===== src/rtl/cpu_pkg.sv =====
// rtl/cpu_pkg.sv - shared CPU types and constants for the fetch pipeline
package cpu_pkg;

    localparam int          ADDR_WIDTH = 32;
    localparam logic [31:0] NOP_INSTR  = 32'h00000013;

    typedef enum logic [1:0] {
        S_FETCH = 2'd0,
        S_WAIT  = 2'd1,
        S_HOLD  = 2'd2,
        S_DROP  = 2'd3
    } fetch_state_t;

endpackage


===== src/rtl/if_id_register.sv =====
// rtl/if_id_register.sv - pipeline register with load/hold/flush and valid bit
module if_id_register #(
    parameter int          ADDR_WIDTH = 32,
    parameter logic [31:0] NOP_INSTR  = 32'h00000013
) (
    input  logic                  i_clock,
    input  logic                  i_reset,
    input  logic                  i_flush,
    input  logic                  i_load,
    input  logic [31:0]           i_instruction,
    input  logic [ADDR_WIDTH-1:0] i_pc,
    input  logic [ADDR_WIDTH-1:0] i_pc_plus_4,
    output logic [31:0]           o_instruction,
    output logic [ADDR_WIDTH-1:0] o_pc,
    output logic [ADDR_WIDTH-1:0] o_pc_plus_4,
    output logic                  o_valid
);

    // Flush turns the stage into a bubble but leaves the PC fields alone; load beats hold
    always_ff @(posedge i_clock or posedge i_reset) begin
        if (i_reset) begin
            o_instruction <= NOP_INSTR;
            o_pc          <= '0;
            o_pc_plus_4   <= '0;
            o_valid       <= 1'b0;
        end else if (i_flush) begin
            o_instruction <= NOP_INSTR;
            o_valid       <= 1'b0;
        end else if (i_load) begin
            o_instruction <= i_instruction;
            o_pc          <= i_pc;
            o_pc_plus_4   <= i_pc_plus_4;
            o_valid       <= 1'b1;
        end
    end

endmodule


===== src/rtl/instruction_fetch_unit.sv =====
// rtl/instruction_fetch_unit.sv - IF stage: imem handshake, PC hold, flush and IF/ID load
module instruction_fetch_unit #(
    parameter int          ADDR_WIDTH = cpu_pkg::ADDR_WIDTH,
    parameter logic [31:0] NOP_INSTR  = cpu_pkg::NOP_INSTR
) (
    input  logic                  i_clock,
    input  logic                  i_reset,
    input  logic [ADDR_WIDTH-1:0] i_pc,
    input  logic [ADDR_WIDTH-1:0] i_pc_plus_4,
    input  logic                  i_branch_enable,
    input  logic                  i_stall_in,
    output logic                  o_imem_read,
    output logic [ADDR_WIDTH-1:0] o_imem_address,
    input  logic [31:0]           i_imem_readdata,
    input  logic                  i_imem_busywait,
    output logic                  o_pc_hold,
    output logic [31:0]           o_if_id_instruction,
    output logic [ADDR_WIDTH-1:0] o_if_id_pc,
    output logic [ADDR_WIDTH-1:0] o_if_id_pc_plus_4,
    output logic                  o_if_id_valid
);

    import cpu_pkg::*;

    fetch_state_t          r_state;
    logic [ADDR_WIDTH-1:0] r_req_addr;
    logic [ADDR_WIDTH-1:0] r_req_pc4;
    logic [31:0]           r_skid_instr;

    logic                  w_imem_read;
    logic [ADDR_WIDTH-1:0] w_imem_address;
    logic                  w_pc_hold;
    logic                  w_complete;
    logic                  w_load;
    logic [31:0]           w_ld_instr;
    logic [ADDR_WIDTH-1:0] w_ld_pc;
    logic [ADDR_WIDTH-1:0] w_ld_pc4;

    // Memory request and PC hold; once a request is outstanding the address comes from req_addr
    always_comb begin
        w_imem_read    = 1'b0;
        w_imem_address = i_pc;
        w_pc_hold      = 1'b0;
        case (r_state)
            S_FETCH: begin
                w_imem_read    = !i_stall_in;
                w_imem_address = i_pc;
                w_pc_hold      = i_stall_in | i_imem_busywait;
            end
            S_WAIT, S_DROP: begin
                w_imem_read    = 1'b1;
                w_imem_address = r_req_addr;
                w_pc_hold      = 1'b1;
            end
            S_HOLD: begin
                w_imem_read    = 1'b0;
                w_imem_address = r_req_addr;
                w_pc_hold      = 1'b1;
            end
            default: begin
                w_imem_read    = 1'b0;
            end
        endcase
        if (i_reset) begin
            w_imem_read = 1'b0;
        end
    end

    assign w_complete     = w_imem_read & ~i_imem_busywait;
    assign o_imem_read    = w_imem_read;
    assign o_imem_address = w_imem_address;
    assign o_pc_hold      = w_pc_hold;

    // Select what, if anything, enters IF/ID this edge; a flush overrides any load
    always_comb begin
        w_load     = 1'b0;
        w_ld_instr = i_imem_readdata;
        w_ld_pc    = i_pc;
        w_ld_pc4   = i_pc_plus_4;
        if (!i_branch_enable) begin
            case (r_state)
                S_FETCH: begin
                    w_load = w_complete;
                end
                S_WAIT: begin
                    w_load   = w_complete & !i_stall_in;
                    w_ld_pc  = r_req_addr;
                    w_ld_pc4 = r_req_pc4;
                end
                S_HOLD: begin
                    w_load     = !i_stall_in;
                    w_ld_instr = r_skid_instr;
                    w_ld_pc    = r_req_addr;
                    w_ld_pc4   = r_req_pc4;
                end
                default: begin
                    w_load = 1'b0;
                end
            endcase
        end
    end

    // Fetch FSM: tracks outstanding requests, parks stalled data, drops wrong-path reads
    always_ff @(posedge i_clock or posedge i_reset) begin
        if (i_reset) begin
            r_state      <= S_FETCH;
            r_req_addr   <= '0;
            r_req_pc4    <= '0;
            r_skid_instr <= '0;
        end else begin
            case (r_state)
                S_FETCH: begin
                    if (w_imem_read && i_imem_busywait) begin
                        r_req_addr <= i_pc;
                        r_req_pc4  <= i_pc_plus_4;
                        r_state    <= i_branch_enable ? S_DROP : S_WAIT;
                    end
                end
                S_WAIT: begin
                    if (i_branch_enable) begin
                        r_state <= S_DROP;
                    end else if (w_complete) begin
                        if (i_stall_in) begin
                            r_skid_instr <= i_imem_readdata;
                            r_state      <= S_HOLD;
                        end else begin
                            r_state <= S_FETCH;
                        end
                    end
                end
                S_HOLD: begin
                    if (i_branch_enable || !i_stall_in) begin
                        r_state <= S_FETCH;
                    end
                end
                S_DROP: begin
                    if (!i_branch_enable && w_complete) begin
                        r_state <= S_FETCH;
                    end
                end
                default: begin
                    r_state <= S_FETCH;
                end
            endcase
        end
    end

    if_id_register #(
        .ADDR_WIDTH (ADDR_WIDTH),
        .NOP_INSTR  (NOP_INSTR)
    ) u_if_id (
        .i_clock       (i_clock),
        .i_reset       (i_reset),
        .i_flush       (i_branch_enable),
        .i_load        (w_load),
        .i_instruction (w_ld_instr),
        .i_pc          (w_ld_pc),
        .i_pc_plus_4   (w_ld_pc4),
        .o_instruction (o_if_id_instruction),
        .o_pc          (o_if_id_pc),
        .o_pc_plus_4   (o_if_id_pc_plus_4),
        .o_valid       (o_if_id_valid)
    );

endmodule


===== config.mk =====
export PLATFORM = sky130hd
export DESIGN_NAME = instruction_fetch_unit
export DESIGN_NICKNAME = d
export VERILOG_FILES = /design/src/rtl/cpu_pkg.sv /design/src/rtl/if_id_register.sv /design/src/rtl/instruction_fetch_unit.sv
export SDC_FILE = /design/constraint.sdc
export NUM_CORES = 1
export LEC_CHECK = 0
export ABC_AREA = 1
export BUFFER_PORTS_ARGS = -buffer_cell sky130_fd_sc_hd__buf_2
export CAP_MARGIN = 20
export CORE_ASPECT_RATIO = 1.2
export CORE_MARGIN = 2
export CORE_UTILIZATION = 45
export CTS_BUF_LIST = sky130_fd_sc_hd__clkbuf_16
export DETAILED_ROUTE_END_ITERATION = 7
export GPL_ROUTABILITY_DRIVEN = 0
export PLACE_DENSITY = 0.76
export SLEW_MARGIN = 20
export SYNTH_ARGS = -nofsm -noshare
export SYNTH_HDL_FRONTEND = slang
export SYNTH_SLANG_ARGS = --single-unit

===== constraint.sdc =====
create_clock -name i_clock -period 6.1 [get_ports i_clock]
set_input_delay 0.61 -clock i_clock [delete_from_list [all_inputs] [get_ports i_clock]]
set_output_delay 0.61 -clock i_clock [all_outputs]
set_load 0.05 [all_outputs]

==> results of run 1 <==
sequential cells by signal, summed over array words and instances (netlist names):
register               cells
u_if_id.o_valid            1
r_state                    2
u_if_id.o_pc_plus_4       32
u_if_id.o_pc              32
r_req_addr                32
r_req_pc4                 32
r_skid_instr              32
u_if_id.o_instruction     32
logic make-up after synthesis:
group / share of synthesized area [%]
compound gates: 12.8
buf+inv: 9.91
fa+ha+maj: 0.533
flops: 52.0
simple gates: 24.8
metrics by stage:
step	power (mW)	cell area [µm²]	hold WS, ps	setup WS [ps]	cells
2_1_floorplan	4.80	9400	453	1370	1162
3_3_place_gp	5.46	10500	451	2970	1575
3_5_place_dp	5.54	10500	455	2860	1575
4_1_cts	6.82	11100	410	2860	1607
5_1_grt	7.21	11100	345	2530	1608
6_report	6.78	11100	310	2900	1608
final cells by class:
cell class	instances	area, µm²
Clock buffer	17	425
Clock inverter	15	234
Fill cell	1958	9250
Inverter	106	405
Multi-Input combinational cell	770	3610
Sequential cell	195	4880
Tap cell	265	332
Timing Repair Buffer	240	1260
worst reg2reg max path, delay by kind of cell, from the launching register on:
family / cells / cell delay [ps]
adder cells (fa/ha/maj): 1 / 860
buffers and inverters: 1 / 140
flip-flops: 1 / 410
AND/OR/NAND/NOR: 5 / 1690
worst paths after layout:
kind	start	depth (start not counted)	endpoint	slack, ps
setup reg to reg	r_state[0]	7	u_if_id.o_pc_plus_4[25]	2900
min in group i_clock	i_branch_enable	2	u_if_id.o_valid	440
max in group asynchronous	i_reset	4	r_req_pc4[8]	4760
hold / removal	i_reset	3	u_if_id.o_pc[0]	310
setup / recovery	r_state[0]	7	u_if_id.o_pc_plus_4[25]	2900
hold reg to reg	u_if_id.o_pc[1]	2	u_if_id.o_pc[1]	470
power groups by stage:
stage / Clock (mW) / Sequential [mW] / Combinational, mW
global route: 1.33 / 2.19 / 3.69
global placement: 0 / 2.13 / 3.33
floorplan: 0 / 2.86 / 1.94
CTS: 1.29 / 2.13 / 3.40
detailed placement: 0 / 2.14 / 3.40
finish: 1.26 / 2.14 / 3.38
metal layers:
| layer | vias to the layer above | global-route usage (%) |
|---|---|---|
| li1 | 4127 | - |
| met1 | 3919 | 31.3 |
| met2 | 292 | 35.7 |
| met3 | 30 | 3.96 |
| met4 | 2 | 6.44 |
| met5 | - | 0 |
layout by cell type (no fill, tap or decap):
| cell type | instances |
|---|---|
| buf_6 | 1 |
| nand2_1 | 394 |
| ha_4 | 1 |
| ha_1 | 2 |
| buf_2 | 231 |
| a21oi_1 | 2 |
| clkinvlp_4 | 2 |
| ha_2 | 1 |
| clkinv_1 | 3 |
| o211ai_1 | 3 |
| nand3_4 | 3 |
| inv_4 | 1 |
| nor2_2 | 1 |
| clkbuf_16 | 17 |
| buf_16 | 1 |
| inv_6 | 3 |
| bufinv_16 | 6 |
| a21oi_4 | 1 |
| o21ai_0 | 195 |
| o21ai_1 | 27 |
| dfrtp_1 | 192 |
| nand2_2 | 3 |
| dfstp_2 | 3 |
| o21ai_2 | 5 |
| buf_12 | 1 |
| buf_4 | 6 |
| nand4_1 | 94 |
| clkinv_2 | 2 |
| inv_1 | 104 |
| nor2_1 | 1 |
| nand3_2 | 1 |
| nand3_1 | 36 |
==> results.toml, run 1 <==
[outcome]
outcome = "completed"

[clocking]
path_clk_slew_ps = 70
clockBufferDepth = 2
clockRootBuffer = "clkbuf_16"
post_cts.resized_instances = 0
numClockSinks = 195
insertion_delay_ps = 430
cts_hold_buf = 0
post_cts_buffers = 0
cts_buffers = 17
htree_levels = 4
cts_tree = "yes"

[grt]
grt_max_degree = 196
antenna_found_initial = 1
grt_pass1_wl_um = 39400
grt_pass1_vias = 7709
grtUsageTotal_pct = 22.3
overflow = 0

[layout]
drive_gt1_share_pct = 21.6
final_core_util_pct = 54.6
nNetsFinal = 1435
diodes = 0
areaGrowthSynthToFinish_pct = 18.7

[logic_synthesis]
synth_ff_type = "dfrtp_1"
ys_ff_latch = 195
yosysWarnings = 0
synth_common_cells = "nand2_1 (394), o21ai_0 (195), dfrtp_1 (192), inv_1 (103), nand4_1 (94)"
synth_cell_types = 26
syn_area_mm2 = 0.00939
synth_edf_count = 0
syn-mean-instance-area_um2 = 8.08
synthCells = 1162
synth_top_area_share_pct = 51.1
yosysTopAreaCell = "dfrtp_1"
synthArstFlopShare_pct = 100
ys_seq_area_share_pct = 52.0
synth_fp_nets = 1267
yosysMostFrequentCell = "nand2_1"
synth.area.top_cells = "dfrtp_1 (51%), nand2_1 (16%), o21ai_0 (10%)"

[pwr]
leakage_nw = 6.05
switching_share_pct = 50.4
p_int_mw = 3.36
ir_drop_mv = 0.360
clockPowerShare_pct = 18.7
power.switching_mw = 3.42
power_frac_seq_pct = 31.5
combPwrFrac_pct = 49.8
powerDensity_mw_per_mm2 = 608

[critical_path]
cp-end-kind = "register"
critPathKind = "register to register"
critPathBufInv = 1
crit_fanout = 66
crit_family = "simple AND/OR/NAND/NOR gates"
crit_slowest_cell = "ha_2"
start_kind = "register"
critPathMaxStageDelay_ps = 860
path_cells = "inv_1 -> ha_2 -> nand2_1 -> nand3_4 -> nand3_4 -> nand2_1 -> nand2_1"
arrival_ps = 3510
critPathRequiredTime_ps = 6410
cp_common_cell = "nand2_1"

[die]
die_w_um = 136
boundaryPins = 232
rows = 57
initial_utilization_pct = 46.1
die_y_um = 162
core-area_mm2 = 0.0204
die_area_mm2 = 0.0221

[timing]
finalSetupTns_ps = 0
slew_headroom_pct = 33.8
rsz0062_at_grt = "no"
clock_skew_ps = 10.1
worst_pin_slew_ps = 993
hold_violations = 0
fmax_ghz = 0.312
setup_viol_count_final = 0
post-route-period-util_pct = 52.5
finalCriticalPeriod_ps = 3200
drv_slew = 0

[detailed_routing]
dr_total_vias = 8370
ant_nets = 0
met1_length_um = 10800
met3WireLength_um = 1590
via_per_inst = 5.21
dr.first_iter.drc_count = 462
wl_met2_um = 11600
wl_per_cell_um = 15.1
firstDrtPassIters = 6
route.detailed.drc = 0
routed_wl_um = 24400
maxUsedRoutingLayer = "met5"

[flow_run]
drv_cap = 0

[placement]
hpwl_um = 15500
port_buffers = 231

[min_path]
hold_path_class = "input port to asynchronous set/reset pin"
Power figures use the tool's default switching activity.
==> run 2, diff against run 1 <==
PLACE_DENSITY = 0.73   (was 0.76)
clock period = 3.2 ns   (was 6.1 ns; I/O delays follow)
==> run 2 against run 1 <==
  * Hold slack lost 160 ps
  * Critical endpoint is now o_imem_address[10]
  * Sequential power up 89%
  * Clock power increased by 60%
  * Largest cell class unchanged
  * Sequential share of layout area increased by 0.23 points
  * Combinational power grew 93%
  * Count of clock-buffer cells in the layout unchanged
  * Flip-flop and latch count is the same
==> results.toml, run 2 (synthesized netlist as in run 1, its figures left out) <==
[outcome]
outcome = "completed"

[layout]
drive_gt1_share_pct = 22.0
final_cell_area_mm2 = 0.0111
final_cells = 1613
layout_commonest_cell = "nand2_1"
ff_latch_area_mm2 = 0.00488
fillCellCount = 1952
final_cell_mix = "nand2_1 (392), buf_2 (231), o21ai_0 (193), dfrtp_1 (192), inv_1 (104)"
final_core_util_pct = 54.4
multiInputGateArea_mm2 = 0.00362
areaGrowthSynthToFinish_pct = 18.0
nNetsFinal = 1439

[timing]
hold_violations = 0
drv_slew = 0
fmax_ghz = 0.401
rsz0062_at_grt = "no"
holdWs_ps = 149
worst_pin_slew_ps = 797
post-route-period-util_pct = 78.0
slew_headroom_pct = 46.9
setup_viol_count_final = 0
layout_setup_ws_ps = 704
finalCriticalPeriod_ps = 2500
clock_skew_ps = 8.84
finalSetupTns_ps = 0

[die]
initial_utilization_pct = 46.1
die_area_mm2 = 0.0221
die_w_um = 136
rows = 57
boundaryPins = 232
die_y_um = 162
core-area_mm2 = 0.0204

[critical_path]
arrival_ps = 2180
cp-end-kind = "primary output"
crit_family = "buffers and inverters"
start_kind = "register"
worst-path-stages = 6
critPathMaxStageDelay_ps = 420
worstRegToRegCells = 9
critPathBufInv = 4
crit_slowest_cell = "dfrtp_1"
crit_fanout = 64
path_cells = "inv_1 -> ha_4 -> clkinv_1 -> buf_12 -> o21ai_0 -> buf_2"
critPathKind = "register to primary output"
critPathRequiredTime_ps = 2880

[detailed_routing]
route.detailed.drc = 0
dr.first_iter.drc_count = 598
ant_nets = 0
dr_total_vias = 8260
firstDrtPassIters = 5
routed_wl_um = 24000
wl_per_cell_um = 14.9
via_per_inst = 5.12

[placement]
hpwl_um = 15200
place_inst = 1580
dp_slack_ps = 846
dpl_cell_area_mm2 = 0.0105
port_buffers = 231

[grt]
top_usage_layer = "met2"
grt_pass1_wl_um = 38900
met3_usage_pct = 5.81
grtUsageMet2_pct = 33.5
antenna_found_initial = 3
grtUsageTotal_pct = 22.1
grt_pass1_vias = 7591
overflow = 0
grt_max_degree = 145
use_met1_pct = 31.4

[pwr]
ir_drop_mv = 0.611
leakage_nw = 6.02
powerDensity_mw_per_mm2 = 1140
p_total_mw = 12.6

[clocking]
path_clk_slew_ps = 70
cts_tree = "yes"
post_cts.resized_instances = 0
htree_levels = 4
post_cts_buffers = 0
insertion_delay_ps = 420
cts_buffers = 17
numClockSinks = 195
cts_hold_buf = 0
clockRootBuffer = "clkbuf_16"
clockBufferDepth = 2

[min_path]
whs_path_depth = 2
hold_path_class = "input port to register"

[flow_run]
drv_cap = 0
## run 2: cell count changes in the layout (fill, tap and decap cells not counted), moves of 2 or more
cell / previous run / this run
clkinv_4: 0 / 2
nand2_1: 394 / 392
clkinv_2: 2 / 4
bufinv_16: 6 / 1
nand2_2: 3 / 5
clkinvlp_4: 2 / 4
o21ai_0: 195 / 193
buf_4: 6 / 9
o21ai_1: 27 / 29
buf_12: 1 / 4
## run 2: power breakdown
| group | total, mW | internal [mW] | switching, mW | leakage [nW] |
|---|---|---|---|---|
| clock | 2.01 | 1.07 | 0.949 | 0.267 |
| combinational | 6.54 | 1.57 | 4.97 | 3.23 |
| sequential | 4.05 | 3.46 | 0.590 | 2.52 |
| total | 12.6 | 6.10 | 6.51 | 6.02 |
## run 2: final cells by class
cell class,count,share of cell area (%)
diodes,1,0.0226
clock buffers,17,3.84
clock inverters,15,1.06
inverters,106,3.66
multi-input cells,770,32.6
flip-flops and latches,195,44.0
well taps,265,2.99
repair buffers,244,11.8
## run 2: final timing paths
| check | from | endpoint | slack [ps] |
|---|---|---|---|
| worst min-delay path | i_branch_enable | u_if_id.o_valid | 150 |
| min in group asynchronous | i_reset | u_if_id.o_pc[7] | 220 |
| worst min register to register | u_if_id.o_pc[31] | u_if_id.o_pc[31] | 470 |
| max in group asynchronous | i_reset | u_if_id.o_instruction[13] | 1750 |
| worst max-delay path | r_state[0] | o_imem_address[10] | 700 |
| worst max register to register | r_state[0] | r_skid_instr[18] | 840 |
## run 2: routing by layer
layer | vias to the layer above | routed length, µm | part of all wire, %
met3 | 38 | 1540 | 6.4
met4 | 4 | 425 | 1.8
met1 | 3853 | 10900 | 45
met2 | 233 | 11100 | 46
li1 | 4132 | - | -
met5 | - | 27 | 0.11
